## config.mk

```make
export PLATFORM = sky130hd
export DESIGN_NAME = cv_copy_writer
export DESIGN_NICKNAME = d
export VERILOG_FILES = /design/src/rtl/gpu_cv_pkg.sv /design/src/rtl/cv_line_mask.sv /design/src/rtl/cv_copy_writer.sv
export SDC_FILE = /design/constraint.sdc
export NUM_CORES = 1
export LEC_CHECK = 0
export ABC_AREA = 1
export CAP_MARGIN = 10
export CELL_PAD_IN_SITES_DETAIL_PLACEMENT = 1
export CELL_PAD_IN_SITES_GLOBAL_PLACEMENT = 1
export CORE_UTILIZATION = 33
export DETAILED_ROUTE_END_ITERATION = 10
export PLACE_DENSITY_LB_ADDON = 0.15
export SYNTH_ARGS = -nofsm -noshare
export SYNTH_HDL_FRONTEND = slang
export SYNTH_HIERARCHICAL = 1
export SYNTH_SLANG_ARGS = --single-unit
export TNS_END_PERCENT = 100
```

## constraint.sdc

```tcl
create_clock -name clk -period 2.1 [get_ports clk]
set_input_delay 0.315 -clock clk [delete_from_list [all_inputs] [get_ports clk]]
set_output_delay 0.315 -clock clk [all_outputs]
set_load 0.01 [all_outputs]
```

## src/rtl/gpu_cv_pkg.sv

```systemverilog
// Shared definitions for the VRAM->VRAM copy (CV) engine: VRAM geometry,
// copy-writer state encoding and per-pixel write-mask constants.
package gpu_cv_pkg;

  // VRAM is 1024 x 512 pixels, 16 bits per pixel, written as 32-bit pairs
  localparam int VRAM_X_W = 10;
  localparam int VRAM_Y_W = 9;

  typedef enum logic [1:0] {
    ST_IDLE  = 2'd0,
    ST_RUN   = 2'd1,
    ST_DRAIN = 2'd2
  } cv_state_t;

  // Pair write enables {odd pixel, even pixel}
  localparam logic [1:0] MSK_LO   = 2'b01;
  localparam logic [1:0] MSK_HI   = 2'b10;
  localparam logic [1:0] MSK_BOTH = 2'b11;

  // Mask bit (bit15) of both pixels in a pair
  localparam logic [31:0] FORCE_BITS = 32'h8000_8000;

endpackage

```

## src/rtl/cv_line_mask.sv

```systemverilog
// Per-pair write enables for one destination line. An odd left edge drops
// the even pixel of the first pair; an even right edge drops the odd pixel
// of the last pair. A line that fits in one pair gets both restrictions.
module cv_line_mask
  import gpu_cv_pkg::*;
(
  input  logic       xs_lo,
  input  logic       xe_lo,
  input  logic       is_first,
  input  logic       is_last,
  output logic [1:0] mask
);

  logic [1:0] first_mask;
  logic [1:0] last_mask;

  // combine left- and right-edge trimming for the pair being popped
  always_comb begin
    first_mask = xs_lo ? MSK_HI : MSK_BOTH;
    last_mask  = xe_lo ? MSK_BOTH : MSK_LO;
    mask       = MSK_BOTH;
    if (is_first) mask = mask & first_mask;
    if (is_last)  mask = mask & last_mask;
  end

endmodule

```

## src/rtl/cv_copy_writer.sv

```systemverilog
// Write side of the VRAM->VRAM copy. Pops destination-aligned pixel pairs
// from the copy FIFO and presents them to the VRAM write arbiter as masked
// 32-bit pair writes, walking the destination rectangle line by line.
//
// state    | meaning
// ---------+-----------------------------------------------------------
// ST_IDLE  | waiting for start; geometry latched on start
// ST_RUN   | popping pairs; one write held until acked
// ST_DRAIN | every pair popped, holding the final write until acked
module cv_copy_writer
  import gpu_cv_pkg::*;
#(
  parameter int X_W = VRAM_X_W,
  parameter int Y_W = VRAM_Y_W
) (
  input  logic           clk,
  input  logic           rst,
  input  logic           start,
  input  logic [X_W-1:0] dstX,
  input  logic [Y_W-1:0] dstY,
  input  logic [X_W:0]   width,
  input  logic [Y_W:0]   height,
  input  logic           forceMask,
  input  logic           fifoEmpty,
  input  logic [31:0]    fifoData,
  output logic           fifoPop,
  output logic           writeReq,
  output logic [X_W-2:0] writeAdrX,
  output logic [Y_W-1:0] writeAdrY,
  output logic [31:0]    writeData,
  output logic [1:0]     writeMask,
  input  logic           writeAck,
  output logic           busy,
  output logic           done
);

  localparam logic [X_W-2:0] X_ONE = (X_W-1)'(1);
  localparam logic [Y_W-1:0] Y_ONE = Y_W'(1);
  localparam logic [X_W:0]   P_ONE = (X_W+1)'(1);
  localparam logic [Y_W:0]   L_ONE = (Y_W+1)'(1);

  cv_state_t      state;
  logic [X_W-2:0] start_x;
  logic [X_W-2:0] cur_x;
  logic [Y_W-1:0] cur_y;
  logic [X_W:0]   pairs_per_line;
  logic [X_W:0]   pair_cnt;
  logic [Y_W:0]   line_cnt;
  logic           xs_lo;
  logic           xe_lo;
  logic           force_mask;

  logic [X_W:0]   span_pix;
  logic [X_W:0]   ppl_calc;
  logic           is_first;
  logic           is_last;
  logic           last_pop;
  logic [1:0]     pair_mask;

  // pairs touched by a line: pixel span measured from the even pixel of the
  // first pair. Up to 513 pairs when an odd start spans the full 1024 pixels.
  always_comb begin
    span_pix = (X_W+1)'(dstX[0]) + width - P_ONE;
    ppl_calc = (span_pix >> 1) + P_ONE;
  end

  // position of the pair about to be popped within its line and the copy
  always_comb begin
    is_first = (pair_cnt == pairs_per_line);
    is_last  = (pair_cnt == P_ONE);
    last_pop = is_last && (line_cnt == L_ONE);
  end

  // pop only when the output slot is free or being freed this cycle
  assign fifoPop = (state == ST_RUN) && !fifoEmpty && (!writeReq || writeAck);

  cv_line_mask u_line_mask (
    .xs_lo    (xs_lo),
    .xe_lo    (xe_lo),
    .is_first (is_first),
    .is_last  (is_last),
    .mask     (pair_mask)
  );

  // sequencing FSM, rectangle walk counters and the registered write port
  always_ff @(posedge clk) begin
    if (rst) begin
      state          <= ST_IDLE;
      start_x        <= '0;
      cur_x          <= '0;
      cur_y          <= '0;
      pairs_per_line <= '0;
      pair_cnt       <= '0;
      line_cnt       <= '0;
      xs_lo          <= 1'b0;
      xe_lo          <= 1'b0;
      force_mask     <= 1'b0;
      writeReq       <= 1'b0;
      writeAdrX      <= '0;
      writeAdrY      <= '0;
      writeData      <= '0;
      writeMask      <= '0;
      busy           <= 1'b0;
      done           <= 1'b0;
    end else begin
      done <= 1'b0;
      case (state)
        ST_IDLE: begin
          if (start) begin
            start_x        <= dstX[X_W-1:1];
            cur_x          <= dstX[X_W-1:1];
            cur_y          <= dstY;
            pairs_per_line <= ppl_calc;
            pair_cnt       <= ppl_calc;
            line_cnt       <= height;
            xs_lo          <= dstX[0];
            // LSB of (dstX + width - 1) is the parity of the three terms
            xe_lo          <= dstX[0] ^ width[0] ^ 1'b1;
            force_mask     <= forceMask;
            busy           <= 1'b1;
            state          <= ST_RUN;
          end
        end

        ST_RUN: begin
          if (fifoPop) begin
            writeReq  <= 1'b1;
            writeAdrX <= cur_x;
            writeAdrY <= cur_y;
            writeData <= force_mask ? (fifoData | FORCE_BITS) : fifoData;
            writeMask <= pair_mask;
            if (is_last) begin
              cur_x    <= start_x;
              cur_y    <= cur_y + Y_ONE;
              line_cnt <= line_cnt - L_ONE;
              pair_cnt <= pairs_per_line;
            end else begin
              cur_x    <= cur_x + X_ONE;
              pair_cnt <= pair_cnt - P_ONE;
            end
            if (last_pop) state <= ST_DRAIN;
          end else if (writeReq && writeAck) begin
            writeReq <= 1'b0;
          end
        end

        ST_DRAIN: begin
          if (writeReq && writeAck) begin
            writeReq <= 1'b0;
            done     <= 1'b1;
            busy     <= 1'b0;
            state    <= ST_IDLE;
          end
        end

        default: begin
          writeReq <= 1'b0;
          busy     <= 1'b0;
          state    <= ST_IDLE;
        end
      endcase
    end
  end

endmodule

```

==> flow_summary.toml, run 1 <==
[placement]
port-buffer-count = 133
gp_congestion = 0.7691
place_hpwl_um = 13100

[routing]
dr.first_iter.drc_count = 184
first_pass_iters = 4
highest_layer = "met4"
post_drt_wl_per_cell_um = 14.95
num_vias = 6014
antenna_left = 0
dr_wl_met2_um = 8362
routed_wl_um = 18390
remaining_drc_errors = 0
wl_met3_um = 854
met1Wirelength_um = 8938
viasPerCell = 4.889

[logic_synthesis]
synth_nets = 926
synthArstFlopShare_pct = 0
synth_flop_cell = "dfxtp_1"
synth_edf_count = 0
synth_cells = 836
avgSynthCellArea_um2 = 7.188
syn_area_um2 = 6010
seq_area_frac_synth_pct = 39.64
synth_seq_cells = 119
yosysWarnings = 6
yosysUniqueCellTypes = 51

[sta]
finClkSkew_ps = 11.39
slew_headroom_pct = 59.56
drv_slew = 0
finalCriticalPeriod_ps = 1990
hold_viol = 0
finalSetupViolCount = 0
fin_tns_setup_ps = 0
tightest_slew_ps = 606.6
fmax_mhz = 502.6
rsz0062_at_grt = "true"
timing.final.crit_share_pct = 94.75

[power]
power_density_nw_per_um2 = 1359
vdd_ir_drop_max_mv = 0.7208
power_uw = 11560
p_leak_uw = 0.003485

[hold_path]
hold-path-cell-count = 3
hp-class = "input port to register"

[cells_and_area]
layout_commonest_cell = "nor2_1"
mostFrequentLayoutCells = "nor2_1, clkdlybuf4s50_1, dfxtp_1"
num_antenna_cells = 0
drive_above_1_share_pct = 12.04
fill_cells = 2207
fin_util_pct = 48.52
nets = 1084
area_delta_synth_final_pct = 41.58

[critical_path]
crit_path_top_delay_cell = "dfxtp_1"
slowest_delay_ps = 320
path_max_fanout = 4
ff2ff_path_depth = 10
critPathLaunchType = "register"
cp_data_required_time_ps = 1780
endpoint_kind = "primary output"
path_cells = "inv_1, ha_2, inv_4, nor2_4, nand2_4, inv_2, dlygate4sd2_1"
worstPathArrival_ps = 1670
critPathKind = "register to primary output"

[clocking]
htreeDepth = 4
cts_tree = "built"
clockBufferDepth = 2
numCtsBuffers = 17
cts.clk_slew.worst_paths_ps = 50
root_buffer = "clkbuf_16"
cts.hold.buffers_added = 0
clk_latency_ps = 420
cts.sinks = 119

[floorplan]
rows = 48
die_h_um = 136.9
dieArea_um2 = 18750
fp.dieW_um = 136.9
coreArea_um2 = 17540
ios = 134
initial_utilization_pct = 34.27

[grt]
grt_overflow = 0
grt_antenna_before_repair = 0
track_usage_pct = 20.42
grt_first_pass_wirelength_um = 29670
grt_pass1_vias = 5911
grt_max_degree = 62

[job]
cap_viol_max_count = 0

[run_status]
status = "complete, no violations"
## synth_stat cells, types with 5 or more instances
| cell | number | area share, % |
|---|---|---|
| a21oi_1 | 63 | 5.2 |
| a31oi_1 | 8 | 0.83 |
| clkbuf_1 | 34 | 2.1 |
| dfxtp_1 | 119 | 40 |
| ha_1 | 12 | 2.5 |
| inv_1 | 75 | 4.7 |
| inv_2 | 6 | 0.37 |
| nand2_1 | 86 | 5.4 |
| nand3_1 | 29 | 2.4 |
| nand4_1 | 8 | 0.83 |
| nor2_1 | 163 | 10 |
| nor3_1 | 7 | 0.58 |
| o211ai_1 | 15 | 1.9 |
| o21ai_0 | 119 | 9.9 |
| o21ai_1 | 9 | 0.75 |
| o221ai_1 | 5 | 0.73 |
| xnor2_1 | 8 | 1.2 |
| xor2_1 | 17 | 2.5 |
## report_power, final
part	leakage (uW)	internal (uW)	switching (uW)
Sequential	0.000978	2930	508
Clock	0.000302	2060	1020
Combinational	0.00220	2120	2920
Total	0.00348	7110	4450
## worst max-delay path: cells and delay by family, from the launching register on
| family | cells | cell delay, ps |
|---|---|---|
| adders and majority gates | 1 | 220 |
| buffers and inverters | 4 | 540 |
| DFF | 1 | 320 |
| and+or+nand+nor | 2 | 170 |
## metrics by stage
| step | cell area, um^2 | setup WS (ps) | hold WS (ps) | std cells |
|---|---|---|---|---|
| 2_1_floorplan | 6010 | 129.3 | 429.4 | 836 |
| 3_3_place_gp | 7830 | -393.5 | 446.2 | 1199 |
| 3_5_place_dp | 7830 | -482.1 | 455.9 | 1199 |
| 4_1_cts | 8463 | 23.32 | 449.7 | 1229 |
| 5_1_grt | 8508 | -34.13 | 495.8 | 1230 |
| 6_report | 8508 | 110.2 | 459.6 | 1230 |
## what timing repair did
item / in CTS / in global routing
gates cloned: 0 / 0
buffers inserted: 0 / 1
pin swaps: 0 / 4
endpoints found under the setup margin: 3 / 14
resized for setup: 3 / 13
## cell families (layout without fill, tap and decap cells)
logic type | after synthesis | in the layout | synth area share (%)
buffers and inverters | 126 | 295 | 8.703
XOR/XNOR | 25 | 25 | 3.644
adder cells (fa/ha/maj) | 12 | 12 | 2.498
AO/OA/AOI/OAI | 241 | 241 | 22.96
AND/OR/NAND/NOR | 313 | 313 | 22.55
flip-flops | 119 | 119 | 39.64
## flip-flops by register name (all words and copies together) (netlist names), 2 cells and up
| register | cells |
|---|---|
| start_x | 9 |
| pair_cnt | 11 |
| cur_x | 9 |
| pairs_per_line | 11 |
| writeData | 32 |
| writeAdrX | 9 |
| state | 2 |
| writeAdrY | 9 |
| writeMask | 2 |
| cur_y | 9 |
| line_cnt | 10 |
## area by class of cell
cell class              count  area [um^2]  area share, %
clock buffers              22        474.2          5.574
clock inverters             8        146.4          1.721
inverters                  84        327.8          3.853
multi-input cells         591         3156          37.09
flip-flops and latches    119         2382          28.00
well taps                 225        281.5          3.309
repair buffers            181         1740          20.46
## final timing paths
path / start / to / slack, ps
max: state[1]$_SDFFE_PP0P_ / fifoPop / 110
max reg2reg: pair_cnt[0]$_SDFFE_PP0P_ / state[0]$_SDFFE_PP0P_ / 170
min: dstX[3] / start_x[2]$_SDFFE_PP0P_ / 460
min reg2reg: start_x[0]$_SDFFE_PP0P_ / start_x[0]$_SDFFE_PP0P_ / 460
## per-layer routing
layer	track usage, %	vias to the layer above
li1	-	3092
met1	26.41	2771
met2	33.53	134
met3	4.852	17
met4	5.922	0
met5	0	-
No activity file was read; power rests on OpenSTA's default activity.
==> inputs of run 2 (changes only) <==
--- a/config.mk
+++ b/config.mk
@@ -9,6 +9,7 @@
 export CAP_MARGIN = 10
 export CELL_PAD_IN_SITES_DETAIL_PLACEMENT = 1
 export CELL_PAD_IN_SITES_GLOBAL_PLACEMENT = 1
+export CORE_MARGIN = 10
 export CORE_UTILIZATION = 33
 export DETAILED_ROUTE_END_ITERATION = 10
 export PLACE_DENSITY_LB_ADDON = 0.15
==> run 2 against run 1 <==
Compared with the run above:
- clock power fell by 4%
- design area decreased by 0.79%
- clock-buffer cell count down 5
- register-to-register slack gained 20 ps
- sequential share of layout area is 0.24 points higher
- setup slack improved by 2.3 ps
- hold slack got worse by 160 ps
- combinational power down 0.8%
- critical path depth did not move
- critical path type unchanged
==> flow_summary.toml, run 2 (synthesis results as in run 1) <==
[run_status]
status = "complete, no violations"

[cells_and_area]
drive_above_1_share_pct = 11.59
regMostFlops = "writeData"
area_delta_synth_final_pct = 40.45
mostFrequentLayoutCells = "nor2_1, clkdlybuf4s50_1, o21ai_0"
top_regs = "writeData x32, pair_cnt x11, pairs_per_line x11"
layout_commonest_cell = "nor2_1"
largest_reg_flops = 32
nets = 1078
num_antenna_cells = 0
fill_cells = 2231
fin_cells = 1230

[job]
cap_viol_max_count = 0

[floorplan]
coreArea_um2 = 17960
ios = 134
rows = 49
die_h_um = 154.9
initial_utilization_pct = 33.45
fp.dieW_um = 154.9
dieArea_um2 = 24010

[power]
p_comb_share_pct = 43.8
intPower_uw = 6864
seqPwrFrac_pct = 30.2
sw_frac_of_total_pct = 39.88
p_leak_uw = 0.003441
power_density_nw_per_um2 = 1353
power.share.clock_pct = 26.1
vdd_ir_drop_max_mv = 0.6416
switchingPower_uw = 4552

[clocking]
numCtsBuffers = 17
root_buffer = "clkbuf_16"
clk_latency_ps = 420
cts.clk_slew.worst_paths_ps = 60
cts.sinks = 119
clockBufferDepth = 2
cts_tree = "built"
htreeDepth = 4

[routing]
routed_wl_um = 19550
antenna_left = 0
remaining_drc_errors = 0
num_vias = 6040
first_pass_iters = 4
viasPerCell = 4.911
dr.first_iter.drc_count = 308
post_drt_wl_per_cell_um = 15.89

[sta]
tightest_slew_ps = 594.1
hold_viol = 0
finalSetupViolCount = 0
slew_headroom_pct = 60.39
finalCriticalPeriod_ps = 1988
setup_ws_ps = 112.5
drv_slew = 0
fmax_mhz = 503.1
timing.final.crit_share_pct = 94.64
fin_tns_setup_ps = 0
finClkSkew_ps = 13.02
rsz0062_at_grt = "false"

[grt]
grt_max_degree = 102
grt_antenna_before_repair = 0
grt_pass1_vias = 6175
grt_first_pass_wirelength_um = 31880
track_usage_pct = 16.14
grt_overflow = 0

[critical_path]
crit_path_top_delay_cell = "dfxtp_1"
worstPathArrival_ps = 1670
critPathLaunchType = "register"
slowest_delay_ps = 320
critPathKind = "register to primary output"
cp_data_required_time_ps = 1780
endpoint_kind = "primary output"
path_max_fanout = 4
crit_buf_inv = 4
path_cells = "inv_1, ha_2, inv_4, nor2_4, nand2_4, inv_2, dlygate4sd2_1"
path_delay_family = "buffers and inverters"

[placement]
gp_congestion = 0.8115
place_inst = 1197
place_worst_setup_slack_ps = -539.6
port-buffer-count = 133
place_hpwl_um = 14020

[hold_path]
hp-class = "input port to register"
[run 2: changes by cell type in the layout (fill, tap and decap cells not counted), moves of 3 or more]
cell	delta
ha_2	-3
ha_4	+3
clkinvlp_4	+4
buf_4	-4
clkbuf_8	-3
[run 2: what timing repair did]
action	4_1_cts	5_1_grt
hold buffers	0	0
buffers inserted	1	0
resized for setup	2	17
endpoints found under the setup margin	6	20
pin swaps	1	7
[run 2: layout make-up]
class	instances	area, um^2	share of cell area (%)
Tap cell	229	286.5	3.395
Sequential cell	119	2384	28.24
Clock inverter	15	177.7	2.105
Inverter	84	327.8	3.884
Timing Repair Buffer	175	1675	19.85
Clock buffer	17	425.4	5.040
Multi-Input combinational cell	591	3164	37.49
[run 2: path summary, 6_finish.rpt]
kind | from | end | slack [ps] | depth (start not counted)
worst max-delay path | state[1]$_SDFFE_PP0P_ | fifoPop | 110 | 7
worst min register to register | start_x[1]$_SDFFE_PP0P_ | start_x[1]$_SDFFE_PP0P_ | 460 | 2
worst min-delay path | width[0] | xe_lo$_SDFFE_PP0P_ | 290 | 4
worst max register to register | pair_cnt[3]$_SDFFE_PP0P_ | writeMask[0]$_SDFFE_PP0P_ | 190 | 7
[run 2: power groups by stage]
stage               clock network, uW  logic (uW)  registers (uW)
floorplan                           0        3120            3490
global placement                    0        4910            3470
detailed placement                  0        4980            3480
CTS                              3040        5030            3450
global route                     3160        5620            3550
finish                           2970        5000            3440
[run 2: worst min-delay path, cell delays in order]
cell and delay [ps]:
dlymetal6s2s_1 130, inv_2 60, ha_4 120, a21oi_1 40
[run 2: through the flow]
| step | cell area [um^2] | total power, uW | hold WS, ps | utilization [%] |
|---|---|---|---|---|
| floorplan | 6010 | 6605 | 429.4 | - |
| global placement | 7762 | 8377 | 450.5 | 43.21 |
| detailed placement | 7762 | 8464 | 455.7 | 43.21 |
| CTS | 8378 | 11510 | 464.8 | 46.64 |
| global route | 8441 | 12330 | 307.2 | 46.99 |
| finish | 8441 | 11420 | 294.9 | 46.99 |
[run 2: per-layer routing]
metal  share of wire (%)  track usage, %
met5                   0               0
met2                  45           26.19
met1                  48           20.70
met4                 1.3           5.308
met3                 5.2           3.584
==> inputs of run 3 (changes only) <==
==> constraint.sdc (replaced) <==
create_clock -name clk -period 1.8 [get_ports clk]
set_input_delay 0.27 -clock clk [delete_from_list [all_inputs] [get_ports clk]]
set_output_delay 0.27 -clock clk [all_outputs]
set_load 0.01 [all_outputs]
==> run 3 against run 2 <==
Compared with the run above:
- wire length increased by 7.6%
- core utilization up 4.4 points
- sequential share of layout area is 2.4 points lower
- setup slack worse by 76 ps
- register-to-register slack lost 150 ps
- clock power is 14% higher
- critical path type is now register to register
- critical endpoint is now pair_cnt[9]$_SDFFE_PP0P_
==> flow_summary.toml, run 3 (synthesis results as in run 1) <==
[run_status]
status = "complete, no violations"

[critical_path]
cpMostUsedCell = "nand2_1"
worstPathArrival_ps = 2060
cp_data_required_time_ps = 2100
path_delay_family = "simple AND/OR/NAND/NOR gates"
crit_path_end = "pair_cnt[9]$_SDFFE_PP0P_"
path_cells = "buf_4, buf_4, nor2_2, nand2_1, nor2_2, nand3_2, o21ai_1, nand2_1, o21bai_4, inv_1, nand2_1, a21oi_2"
crit_path_top_delay_cell = "dfxtp_1"
crit_buf_inv = 3
reg2reg_from = "pair_cnt[1]$_SDFFE_PP0P_"
rrSetupSlack_ps = 40
slowest_delay_ps = 320
reg2reg_to = "pair_cnt[9]$_SDFFE_PP0P_"
path_max_fanout = 3
critPathLaunch = "pair_cnt[1]$_SDFFE_PP0P_"
critPathKind = "register to register"
critPathLaunchType = "register"
cp.depth = 12
endpoint_kind = "register"
ff2ff_path_depth = 12

[sta]
finalCriticalPeriod_ps = 1763
slew_headroom_pct = 61.34
fmax_mhz = 567.1
hold_viol = 0
timing.final.crit_share_pct = 97.96
hold_ws_ps = 357.6
tightest_slew_ps = 574.8
drv_slew = 0
finalSetupViolCount = 0
finClkSkew_ps = 10.58
setup_ws_ps = 36.76
rsz0062_at_grt = "true"

[power]
switchingPower_uw = 5934
p_comb_share_pct = 50.2
p_leak_uw = 0.003781
sw_frac_of_total_pct = 39.84
power.share.clock_pct = 22.8
power_density_nw_per_um2 = 1613
seqPwrFrac_pct = 27.0
vdd_ir_drop_max_mv = 0.9624
intPower_uw = 8962

[placement]
port-buffer-count = 133
gp_congestion = 0.8362
place_hpwl_um = 15250
place_worst_setup_slack_ps = -689.7
place_inst = 1252
dpl-instance-area_um2 = 8263

[clocking]
numCtsBuffers = 17
clockBufferDepth = 2
cts.clk_slew.worst_paths_ps = 60
htreeDepth = 4
clk_latency_ps = 420
cts.sinks = 119
cts.hold.buffers_added = 0
cts_tree = "built"
root_buffer = "clkbuf_16"

[cells_and_area]
top_regs = "writeData x32, pair_cnt x11, pairs_per_line x11"
finalInstanceArea_um2 = 9238
regMostFlops = "writeData"
layout_commonest_cell = "nor2_1"
area_delta_synth_final_pct = 53.72
mostFrequentLayoutCells = "nor2_1, clkdlybuf4s50_1, dfxtp_1"
num_antenna_cells = 0
largest_reg_flops = 32
nets = 1135
fin_cells = 1287
drive_above_1_share_pct = 22.21

[routing]
post_drt_wl_per_cell_um = 16.34
routed_wl_um = 21030
num_vias = 6366
antenna_left = 0
first_pass_iters = 5
viasPerCell = 4.946
dr.first_iter.drc_count = 243
remaining_drc_errors = 0

[floorplan]
die_h_um = 154.9
dieArea_um2 = 24010
ios = 134
rows = 49
coreArea_um2 = 17960
fp.dieW_um = 154.9
initial_utilization_pct = 33.45

[grt]
grt_max_degree = 61
track_usage_pct = 17.32
grt_antenna_before_repair = 0
grt_overflow = 0
grt_pass1_vias = 6769
grt_first_pass_wirelength_um = 34260

[job]
cap_viol_max_count = 0

[hold_path]
hp-class = "input port to register"
==> run 3: through the flow <==
step / power (uW) / setup TNS, ps / utilization [%]
4_1_cts: 14540 / 0 / 49.93
6_report: 14900 / 0 / 51.42
3_5_place_dp: 10860 / -14930 / 46.00
3_3_place_gp: 10690 / -12170 / 46.00
2_1_floorplan: 7729 / -1.561 / -
5_1_grt: 16010 / -477.8 / 51.42
==> run 3: area by class of cell <==
cell class / count / area, um^2
fill: 2216 / 8726
inverter: 84 / 342.8
clock inverter: 13 / 145.1
sequential: 119 / 2390
multi-input combinational: 591 / 3440
timing repair buffer: 232 / 2191
tap: 229 / 286.5
clock buffer: 19 / 442.9
==> run 3: worst reg2reg max path: stages, from the launching register on <==
cell,delay [ps]
dfxtp_1,320
buf_4,140
buf_4,130
nor2_2,140
nand2_1,100
nor2_2,160
nand3_2,130
o21ai_1,150
nand2_1,100
o21bai_4,110
inv_1,50
nand2_1,80
a21oi_2,50
==> run 3: layer usage <==
| layer | up-vias | wire (um) | GRT usage [%] |
|---|---|---|---|
| met5 | - | 0 | 0 |
| met4 | 0 | 344 | 5.848 |
| met3 | 24 | 1115 | 3.805 |
| met2 | 140 | 9866 | 28.79 |
| met1 | 2998 | 9706 | 21.61 |
| li1 | 3204 | - | - |
==> run 3: worst min-delay path by stage <==
stage | startpoint | endpoint | cells after the start
floorplan | fifoData[15] | writeData[15]$_SDFFE_PP0P_ | 2
global placement | start_x[1]$_SDFFE_PP0P_ | start_x[1]$_SDFFE_PP0P_ | 2
detailed placement | start_x[1]$_SDFFE_PP0P_ | start_x[1]$_SDFFE_PP0P_ | 2
CTS | width[0] | xe_lo$_SDFFE_PP0P_ | 4
global route | width[0] | xe_lo$_SDFFE_PP0P_ | 4
finish | width[0] | xe_lo$_SDFFE_PP0P_ | 4
==> run 3: power by group through the flow <==
stage	clock network (uW)	registers (uW)	logic (uW)
4_1_cts	3480	3990	7070
6_report	3400	4010	7480
5_1_grt	3600	4130	8280
3_5_place_dp	0	4020	6840
2_1_floorplan	0	4070	3660
3_3_place_gp	0	3990	6700
==> run 3: repair_timing <==
item,in CTS,in global routing
gates resized for setup,36,86
pin swaps,8,16
setup buffers,1,2
endpoints found under the hold margin,0,0
setup endpoints to repair,46,50
